===== src/rtl/ntsc_sync_separator.sv =====
// Composite-sync separator: classifies sync pulses by width into H/V events and
// runs a line flywheel that keeps line timing through missing H pulses.
module ntsc_sync_separator #(
    parameter int H_TOTAL    = 228,
    parameter int H_MIN_PER  = 220,
    parameter int H_MAX_PER  = 236,
    parameter int HS_MIN_W   = 8,
    parameter int HS_MAX_W   = 40,
    parameter int VS_MIN_W   = 100,
    parameter int V_TOTAL    = 525,
    parameter int LOCK_LINES = 8,
    parameter int MISS_MAX   = 4
) (
    input  logic       clk_pixel,
    input  logic       rst,
    input  logic       sync_in,
    output logic       hsync_det,
    output logic       vsync_det,
    output logic       line_start,
    output logic [7:0] h_pos,
    output logic [9:0] line_count,
    output logic       locked,
    output logic       coast
);

    localparam logic [1:0] ST_SEARCH  = 2'd0;
    localparam logic [1:0] ST_ACQUIRE = 2'd1;
    localparam logic [1:0] ST_LOCKED  = 2'd2;
    localparam logic [1:0] ST_COAST   = 2'd3;

    localparam logic [9:0] HS_MIN_C    = 10'(HS_MIN_W);
    localparam logic [9:0] HS_MAX_C    = 10'(HS_MAX_W);
    localparam logic [9:0] VS_PRE_C    = 10'(VS_MIN_W - 1);
    localparam logic [9:0] WIDTH_SAT_C = 10'h3FF;
    localparam logic [8:0] PER_MIN_C   = 9'(H_MIN_PER);
    localparam logic [8:0] PER_MAX_C   = 9'(H_MAX_PER);
    localparam logic [7:0] TIMEOUT_C   = 8'(H_MAX_PER);
    localparam logic [7:0] RELOAD_C    = 8'(H_MAX_PER + 1 - H_TOTAL);
    localparam logic [3:0] LOCK_C      = 4'(LOCK_LINES);
    localparam logic [2:0] MISS_LAST_C = 3'(MISS_MAX - 1);
    localparam logic [9:0] LINE_LAST_C = 10'(V_TOTAL - 1);

    logic       sync_q, armed_q, armed_d;
    logic [9:0] width_q, width_d;
    logic       hsync_det_q, hsync_det_d, vsync_det_q, vsync_det_d;
    logic [1:0] state_q, state_d;
    logic [3:0] good_q, good_d;
    logic [2:0] miss_q, miss_d;
    logic [7:0] h_pos_q, h_pos_d;
    logic       line_start_q, line_start_d;
    logic [9:0] line_count_q, line_count_d;
    logic       locked_q, locked_d, coast_q, coast_d;
    logic [8:0] period_s;
    logic       period_ok_s, timeout_s;

    // Pulse-width measurement; counting is armed by the first low sample after reset.
    always_comb begin
        armed_d     = armed_q | ~sync_in;
        width_d     = 10'd0;
        hsync_det_d = 1'b0;
        vsync_det_d = 1'b0;
        if (armed_q && sync_q) begin
            if (width_q != WIDTH_SAT_C) begin
                width_d = width_q + 10'd1;
            end else begin
                width_d = width_q;
            end
            if (width_q == VS_PRE_C) begin
                vsync_det_d = 1'b1;
            end else begin
                vsync_det_d = 1'b0;
            end
        end else begin
            width_d = 10'd0;
            if ((width_q >= HS_MIN_C) && (width_q <= HS_MAX_C)) begin
                hsync_det_d = 1'b1;
            end else begin
                hsync_det_d = 1'b0;
            end
        end
    end

    assign period_s    = {1'b0, h_pos_q} + 9'd1;
    assign period_ok_s = (period_s >= PER_MIN_C) && (period_s <= PER_MAX_C);
    assign timeout_s   = (h_pos_q == TIMEOUT_C);

    // Line flywheel; a real hsync_det always takes priority over a timeout.
    always_comb begin
        state_d      = state_q;
        good_d       = good_q;
        miss_d       = miss_q;
        h_pos_d      = h_pos_q + 8'd1;
        line_start_d = 1'b0;
        case (state_q)
            ST_SEARCH: begin
                if (hsync_det_q) begin
                    state_d = ST_ACQUIRE;
                    good_d  = 4'd0;
                    h_pos_d = 8'd0;
                end else begin
                    state_d = ST_SEARCH;
                end
            end
            ST_ACQUIRE: begin
                if (hsync_det_q) begin
                    h_pos_d = 8'd0;
                    if (!period_ok_s) begin
                        good_d = 4'd0;
                    end else if (good_q + 4'd1 == LOCK_C) begin
                        good_d       = 4'd0;
                        miss_d       = 3'd0;
                        state_d      = ST_LOCKED;
                        line_start_d = 1'b1;
                    end else begin
                        good_d = good_q + 4'd1;
                    end
                end else if (timeout_s) begin
                    state_d = ST_SEARCH;
                end else begin
                    state_d = ST_ACQUIRE;
                end
            end
            ST_LOCKED: begin
                if (hsync_det_q && (period_s >= PER_MIN_C)) begin
                    line_start_d = 1'b1;
                    h_pos_d      = 8'd0;
                end else if (!hsync_det_q && timeout_s) begin
                    state_d      = ST_COAST;
                    miss_d       = 3'd1;
                    line_start_d = 1'b1;
                    h_pos_d      = RELOAD_C;
                end else begin
                    state_d = ST_LOCKED;
                end
            end
            ST_COAST: begin
                if (hsync_det_q) begin
                    state_d      = ST_LOCKED;
                    miss_d       = 3'd0;
                    line_start_d = 1'b1;
                    h_pos_d      = 8'd0;
                end else if (timeout_s && (miss_q < MISS_LAST_C)) begin
                    miss_d       = miss_q + 3'd1;
                    line_start_d = 1'b1;
                    h_pos_d      = RELOAD_C;
                end else if (timeout_s) begin
                    state_d = ST_SEARCH;
                    miss_d  = 3'd0;
                end else begin
                    state_d = ST_COAST;
                end
            end
            default: begin
                state_d = ST_SEARCH;
                good_d  = 4'd0;
                miss_d  = 3'd0;
            end
        endcase
    end

    // Line counter; a vertical event restarts the frame even over a line start.
    always_comb begin
        if (vsync_det_d) begin
            line_count_d = 10'd0;
        end else if (line_start_d) begin
            if (line_count_q == LINE_LAST_C) begin
                line_count_d = 10'd0;
            end else begin
                line_count_d = line_count_q + 10'd1;
            end
        end else begin
            line_count_d = line_count_q;
        end
        locked_d = (state_d == ST_LOCKED) || (state_d == ST_COAST);
        coast_d  = (state_d == ST_COAST);
    end

    // State and output registers.
    always_ff @(posedge clk_pixel) begin
        if (rst) begin
            sync_q       <= 1'b0;
            armed_q      <= 1'b0;
            width_q      <= 10'd0;
            hsync_det_q  <= 1'b0;
            vsync_det_q  <= 1'b0;
            state_q      <= ST_SEARCH;
            good_q       <= 4'd0;
            miss_q       <= 3'd0;
            h_pos_q      <= 8'd0;
            line_start_q <= 1'b0;
            line_count_q <= 10'd0;
            locked_q     <= 1'b0;
            coast_q      <= 1'b0;
        end else begin
            sync_q       <= sync_in;
            armed_q      <= armed_d;
            width_q      <= width_d;
            hsync_det_q  <= hsync_det_d;
            vsync_det_q  <= vsync_det_d;
            state_q      <= state_d;
            good_q       <= good_d;
            miss_q       <= miss_d;
            h_pos_q      <= h_pos_d;
            line_start_q <= line_start_d;
            line_count_q <= line_count_d;
            locked_q     <= locked_d;
            coast_q      <= coast_d;
        end
    end

    assign hsync_det  = hsync_det_q;
    assign vsync_det  = vsync_det_q;
    assign line_start = line_start_q;
    assign h_pos      = h_pos_q;
    assign line_count = line_count_q;
    assign locked     = locked_q;
    assign coast      = coast_q;

endmodule

===== config.mk =====
export PLATFORM = sky130hd
export DESIGN_NAME = ntsc_sync_separator
export DESIGN_NICKNAME = d
export VERILOG_FILES = /design/src/rtl/ntsc_sync_separator.sv
export SDC_FILE = /design/constraint.sdc
export NUM_CORES = 1
export LEC_CHECK = 0
export CORE_MARGIN = 2
export CORE_UTILIZATION = 40
export DETAILED_ROUTE_END_ITERATION = 8
export SLEW_MARGIN = 20
export SYNTH_ARGS = -nofsm -noshare
export SYNTH_HDL_FRONTEND = slang
export SYNTH_SLANG_ARGS = --single-unit

===== constraint.sdc =====
create_clock -name clk_pixel -period 2.35 [get_ports clk_pixel]
set_input_delay 0.235 -clock clk_pixel [delete_from_list [all_inputs] [get_ports clk_pixel]]
set_output_delay 0.235 -clock clk_pixel [all_outputs]
set_load 0.1 [all_outputs]

==> results of run 1 <==
-- flip-flops by register name (all words and copies together), names as in the netlist --
register and count:
hsync_det 1, line_count 10, armed_q 1, good_q 4
sync_q 1, line_start 1, vsync_det 1, width_q 10
coast 1, miss_q 3, h_pos 8, state_q 2
-- power groups by stage --
stage,Combinational [mW],Clock [mW],Sequential (mW)
after floorplan,0.0456,0,0.791
after global placement,0.0943,0,0.763
after detailed placement,0.0952,0,0.764
after CTS,0.0956,0.488,0.747
after global routing,0.102,0.516,0.749
final,0.0948,0.463,0.746
-- cell usage in the layout (no fill, tap or decap), types with 4 or more instances in the layout --
master,n
dfxtp_1,34
and3_1,5
o21ai_0,12
ha_1,9
nor3_1,8
nand4_1,9
or3_1,7
nand2_1,26
clkbuf_8,5
buf_4,30
a21oi_1,21
nor2_1,35
nand3_1,21
inv_1,13
a211oi_1,7
dfxtp_2,4
xnor2_1,8
dfxtp_4,5
mux2i_1,9
xor2_1,4
nand2b_1,5
nor2b_1,6
-- critical path: stages (launching register included) --
cell and delay [ns]:
dfxtp_1 0.44, ha_1 0.25, and4_1 0.28, nor2b_1 0.26, nand4_1 0.35, nor2b_1 0.27, xnor2_1 0.14, nor2_1 0.05
-- logic make-up after synthesis --
kind of cell	Yosys count
buffers and inverters	31
and+or+nand+nor	142
adders and majority gates	10
xor gates and xnor gates	12
DFF	43
muxes	10
AOI/OAI and AO/OA	77
-- worst max-delay path by stage --
stage,startpoint,endpoint,cells past startpoint
5_1_grt,width_q[0],width_q[3],7
2_1_floorplan,h_pos[0],line_count[3],10
3_3_place_gp,h_pos[0],line_count[3],7
6_report,width_q[0],width_q[5],7
4_1_cts,h_pos[0],line_count[3],7
3_5_place_dp,h_pos[0],line_count[2],7
-- per-layer routing --
| metal | vias up | GRT usage [%] |
|---|---|---|
| met5 | - | 0 |
| met4 | 0 | 5.77 |
| met3 | 7 | 3.05 |
| met2 | 37 | 27.1 |
| met1 | 1115 | 22.8 |
| li1 | 1219 | - |
-- metrics by stage --
stage,setup WS (ns),power (mW),std cells
finish,0.200,1.30,424
detailed placement,0.214,0.859,415
floorplan,0.0119,0.837,325
global placement,0.211,0.857,415
global route,0.00799,1.37,424
CTS,0.188,1.33,423
-- layout make-up --
| class | count | area (um2) | area share (%) |
|---|---|---|---|
| Multi-Input combinational cell | 251 | 1610 | 54.3 |
| Sequential cell | 43 | 885 | 29.8 |
| Clock buffer | 7 | 76.3 | 2.57 |
| Tap cell | 77 | 96.3 | 3.24 |
| Inverter | 13 | 48.8 | 1.64 |
| Timing Repair Buffer | 32 | 245 | 8.26 |
| Clock inverter | 1 | 5.00 | 0.168 |
-- timing repair --
action / CTS / global route
endpoints found under the setup margin: 0 / 1
hold buffers: 0 / 0
buffers inserted: 0 / 1
==> flow_summary.ini, run 1 <==
[run_status]
outcome = complete, no violations

[clocking]
cts_tree = done
clock_sinks = 43
numCtsBuffers = 5
cts_resized = 0
clk_pin_slew_worst_paths_ns = 0.08
clk_path_buf_depth = 2
htree_levels = 2
clk_latency_ns = 0.30
cts_root_buf = clkbuf_8

[global_route]
grt_max_degree = 19
antenna_found_initial = 0
grt_pass1_vias = 2140
grt.total_usage_pct = 16.9
grt_pass1_wl_um = 9980
grt.overflow.total = 0

[sta]
fmax_mhz = 465
timing.final.hold_violations = 0
slew_headroom_pct = 49.7
min_period_ns = 2.15
worstMarginPinSlew_ns = 0.751
slew_viol_final = 0
period_share_pct = 91.5
holdWs_ns = 0.450
setup_viol = 0
rsz0062_at_grt = no
fin_skew_ns = 0.0105
final.setup.tns_ns = 0

[place]
place_area_um2 = 2880
dp_hpwl_um = 4240
io_buffers = 25
gp_congestion = 0.777

[power_and_ir_drop]
power_density_nw_per_um2 = 439
combPwrFrac_pct = 7.3
p_int_uw = 971
seqPwrFrac_pct = 57.2
swShare_pct = 25.6
clkPwrFrac_pct = 35.5
p_sw_uw = 334
power.leakage_nw = 1.08
peakVddDrop_uv = 250

[detailed_routing]
drt_pass1_iterations = 4
num_vias = 2378
wl_met1_um = 2820
wire_per_inst_um = 13.8
drc = 0
wl_met3_um = 195
drtIter0Drc = 121
ant_nets = 0
route.met2.wl_um = 2750
totalWireLength_um = 5850
via_per_inst = 5.61
dr.max_layer_used = met4

[finish]
postLayoutCoreUtil_pct = 47.0
fillerInstances = 624
diodes = 0
nNetsFinal = 359
syn_to_final_growth_pct = 13.8
drive_gt1_share_pct = 16.7
final_cell_area_um2 = 2970

[min_path]
hold-path-cell-count = 2
hold_end = armed_q
hp-start = armed_q
hold_class = reg -> reg

[logic_synthesis]
syn_inst = 325
synth_top_area_share_pct = 33.0
synth_edf_count = 0
yosys.area_share.simple_pct = 28.4
syn_avg_cell_area_um2 = 8.03
synth_xor_area_share_pct = 4.03
yosysSeqAreaShare_pct = 33.0
yosys-top-cells-area = dfxtp_1 (33%), nor2_1 (5.0%), ha_1 (4.8%)
synth_common_cells = dfxtp_1 (43), nor2_1 (35), nand2_1 (26)
synth_nets = 338
synth_compound_area_share_pct = 20.2
synth_most_common_cell = dfxtp_1
synthAdderAreaFrac_pct = 4.79
synth_mux_area_share_pct = 3.88
ys_types = 63
async_flop_share_pct = 0
ys_warn_count = 0
synth-seq-cells = 43
yosysTopAreaCell = dfxtp_1
synth_top_family_by_area = simple AND/OR/NAND/NOR gates
netlist_area_um2 = 2610
synth_ff_type = dfxtp_1

[worst_setup_path]
regToRegSetupSlack_ns = 0.20
cp-start-kind = register
required_ns = 2.54
reg2reg_from = width_q[0]
cp.arrival_ns = 2.34
end_kind = register
cp_max_fo = 8
rr_worst_depth = 7
path_class = reg -> reg
r2r_end = width_q[5]

[floorplanning]
die_h_um = 84.8
start_util_pct = 41.3
die_area_um2 = 7190
die_x_um = 84.8
rows = 29
pin_count = 26
core_um2 = 6310

[run]
max_cap_viol_count = 0
Note: power is estimated with default switching activity, not from simulation.
==> run 2, diff against run 1 <==
--- a/config.mk
+++ b/config.mk
@@ -5,9 +5,12 @@
 export SDC_FILE = /design/constraint.sdc
 export NUM_CORES = 1
 export LEC_CHECK = 0
+export CELL_PAD_IN_SITES_DETAIL_PLACEMENT = 1
+export CELL_PAD_IN_SITES_GLOBAL_PLACEMENT = 2
 export CORE_MARGIN = 2
-export CORE_UTILIZATION = 40
+export CORE_UTILIZATION = 31
 export DETAILED_ROUTE_END_ITERATION = 8
+export PLACE_DENSITY_LB_ADDON = 0.1
 export SLEW_MARGIN = 20
 export SYNTH_ARGS = -nofsm -noshare
 export SYNTH_HDL_FRONTEND = slang
==> run 2 against run 1 <==
Effect of this change:
- clock power rose by 18%
- sequential power about the same
- wire length increased by 23%
- first-iteration DRC count fell by 53%
- final cell count increased by 8.0%
- hold slack gained 0.0020 ns
- sequential share of layout area fell by 0.98 points
- global-route usage is 0.084 points lower
- largest cell class unchanged
- largest power group unchanged
==> flow_summary.ini, run 2 (synthesis results as in run 1) <==
[run_status]
outcome = complete, no violations

[floorplanning]
pin_count = 26
die_area_um2 = 9170
core_um2 = 8180
die_x_um = 95.8
start_util_pct = 31.9
die_h_um = 95.8
rows = 33

[worst_setup_path]
cp-start-kind = register
critPathMaxStageDelay_ns = 0.38
slowest_stage = dfxtp_4
path_cells = ha_4, a21boi_0, o211ai_1, and3_1, o21ai_2, o221ai_1, a31o_2
required_ns = 2.55
cp_max_fo = 9
end_kind = register
path_class = reg -> reg
path_buf_inv = 0
crit_family = compound AO/OA/AOI/OAI gates
cp.arrival_ns = 2.40

[finish]
syn_to_final_growth_pct = 17.7
fillerInstances = 1008
drive_gt1_share_pct = 18.7
mostFrequentLayoutCells = buf_4 (36), nor2_1 (35), dfxtp_1 (34)
final_common_cell = buf_4
final_cell_area_um2 = 3070
nNetsFinal = 365
diodes = 0

[clocking]
numCtsBuffers = 5
clk_latency_ns = 0.30
cts_tree = done
cts_root_buf = clkbuf_8
clk_pin_slew_worst_paths_ns = 0.09
htree_levels = 2
clk_path_buf_depth = 2
clock_sinks = 43
hold_buffers = 0

[power_and_ir_drop]
power_density_nw_per_um2 = 452
power.leakage_nw = 1.12
peakVddDrop_uv = 188

[place]
io_buffers = 25
place_area_um2 = 2960
gp_congestion = 0.745
dp_hpwl_um = 5290

[global_route]
met2_usage_pct = 28.0
grt_pass1_vias = 2455
grt.overflow.total = 0
use_met1_pct = 22.6
grt.total_usage_pct = 16.8
grt_pass1_wl_um = 12200
grt_busiest_layer = met2
antenna_found_initial = 0
grt_max_degree = 19
met3_usage_pct = 2.58

[detailed_routing]
ant_nets = 0
drtIter0Drc = 57
drt_pass1_iterations = 4
num_vias = 2415
totalWireLength_um = 7200
wire_per_inst_um = 15.7
via_per_inst = 5.27
drc = 0

[sta]
worstMarginPinSlew_ns = 0.850
holdWs_ns = 0.452
fmax_mhz = 453
timing.final.hold_violations = 0
slew_viol_final = 0
min_period_ns = 2.21
fin_skew_ns = 0.00688
rsz0062_at_grt = no
final.setup.tns_ns = 0
setup_viol = 0
slew_headroom_pct = 43.1
period_share_pct = 93.9

[run]
max_cap_viol_count = 0

[min_path]
hold_class = reg -> reg
run 2: cell count changes in the layout (fill, tap and decap cells not counted), sizes merged:
cell	previous run	this run
buf	30	36
clkinv	1	0
inv	13	14
run 2: power by group:
part / leakage (nW) / internal (mW) / switching, mW / total (mW)
clock network: 0.0548 / 0.269 / 0.277 / 0.546
logic: 0.711 / 0.0293 / 0.0677 / 0.0970
registers: 0.353 / 0.733 / 0.0137 / 0.747
run 2: final timing paths:
path             from             to  slack (ns)  cells after the start
min reg2reg   armed_q        armed_q        0.45                      2
max reg2reg  h_pos[1]  line_count[3]        0.14                      7
min           armed_q        armed_q        0.45                      2
max          h_pos[1]  line_count[3]        0.14                      7
run 2: layer usage:
| layer | routed length (um) | vias to the layer above | part of all wire, % |
|---|---|---|---|
| met4 | 58 | 0 | 0.81 |
| li1 | - | 1227 | - |
| met5 | 0 | - | 0 |
| met2 | 3400 | 20 | 47 |
| met3 | 144 | 6 | 2.0 |
| met1 | 3600 | 1162 | 50 |
run 2: area by class of cell:
cell class	instances	area [um2]	area share, %
clock inverter	1	6.26	0.204
sequential	43	885	28.8
multi-input combinational	251	1610	52.5
tap	105	131	4.28
timing repair buffer	38	290	9.45
inverter	13	48.8	1.59
clock buffer	7	96.3	3.14
run 2: through the flow:
| step | std cells | power (mW) | worst slack (ns) | util, % |
|---|---|---|---|---|
| floorplan | 325 | 0.837 | 0.0119 | - |
| global placement | 449 | 0.861 | 0.105 | 36.2 |
| detailed placement | 449 | 0.863 | 0.145 | 36.2 |
| CTS | 457 | 1.42 | 0.117 | 37.5 |
| global route | 458 | 1.46 | 0.00314 | 37.6 |
| finish | 458 | 1.39 | 0.142 | 37.6 |
run 2: worst reg2reg max path: cells and delay by family (launching register included):
family / cells / cell delay, ns
compound gates: 5 / 1.28
flops: 1 / 0.38
simple gates: 1 / 0.24
fa+ha+maj: 1 / 0.20
run 2: repair_timing:
action | in CTS | in global routing
endpoints found under the setup margin | 0 | 3
buffers inserted | 0 | 1
resized for setup | 0 | 0
==> run 3, diff against run 2 <==
--- a/config.mk
+++ b/config.mk
@@ -10,6 +10,7 @@
 export CORE_MARGIN = 2
 export CORE_UTILIZATION = 31
 export DETAILED_ROUTE_END_ITERATION = 8
+export HOLD_SLACK_MARGIN = 0.1
 export PLACE_DENSITY_LB_ADDON = 0.1
 export SLEW_MARGIN = 20
 export SYNTH_ARGS = -nofsm -noshare
==> results of run 3 <==
No change in the layout: final DEF, timing and power equal those of run 2.
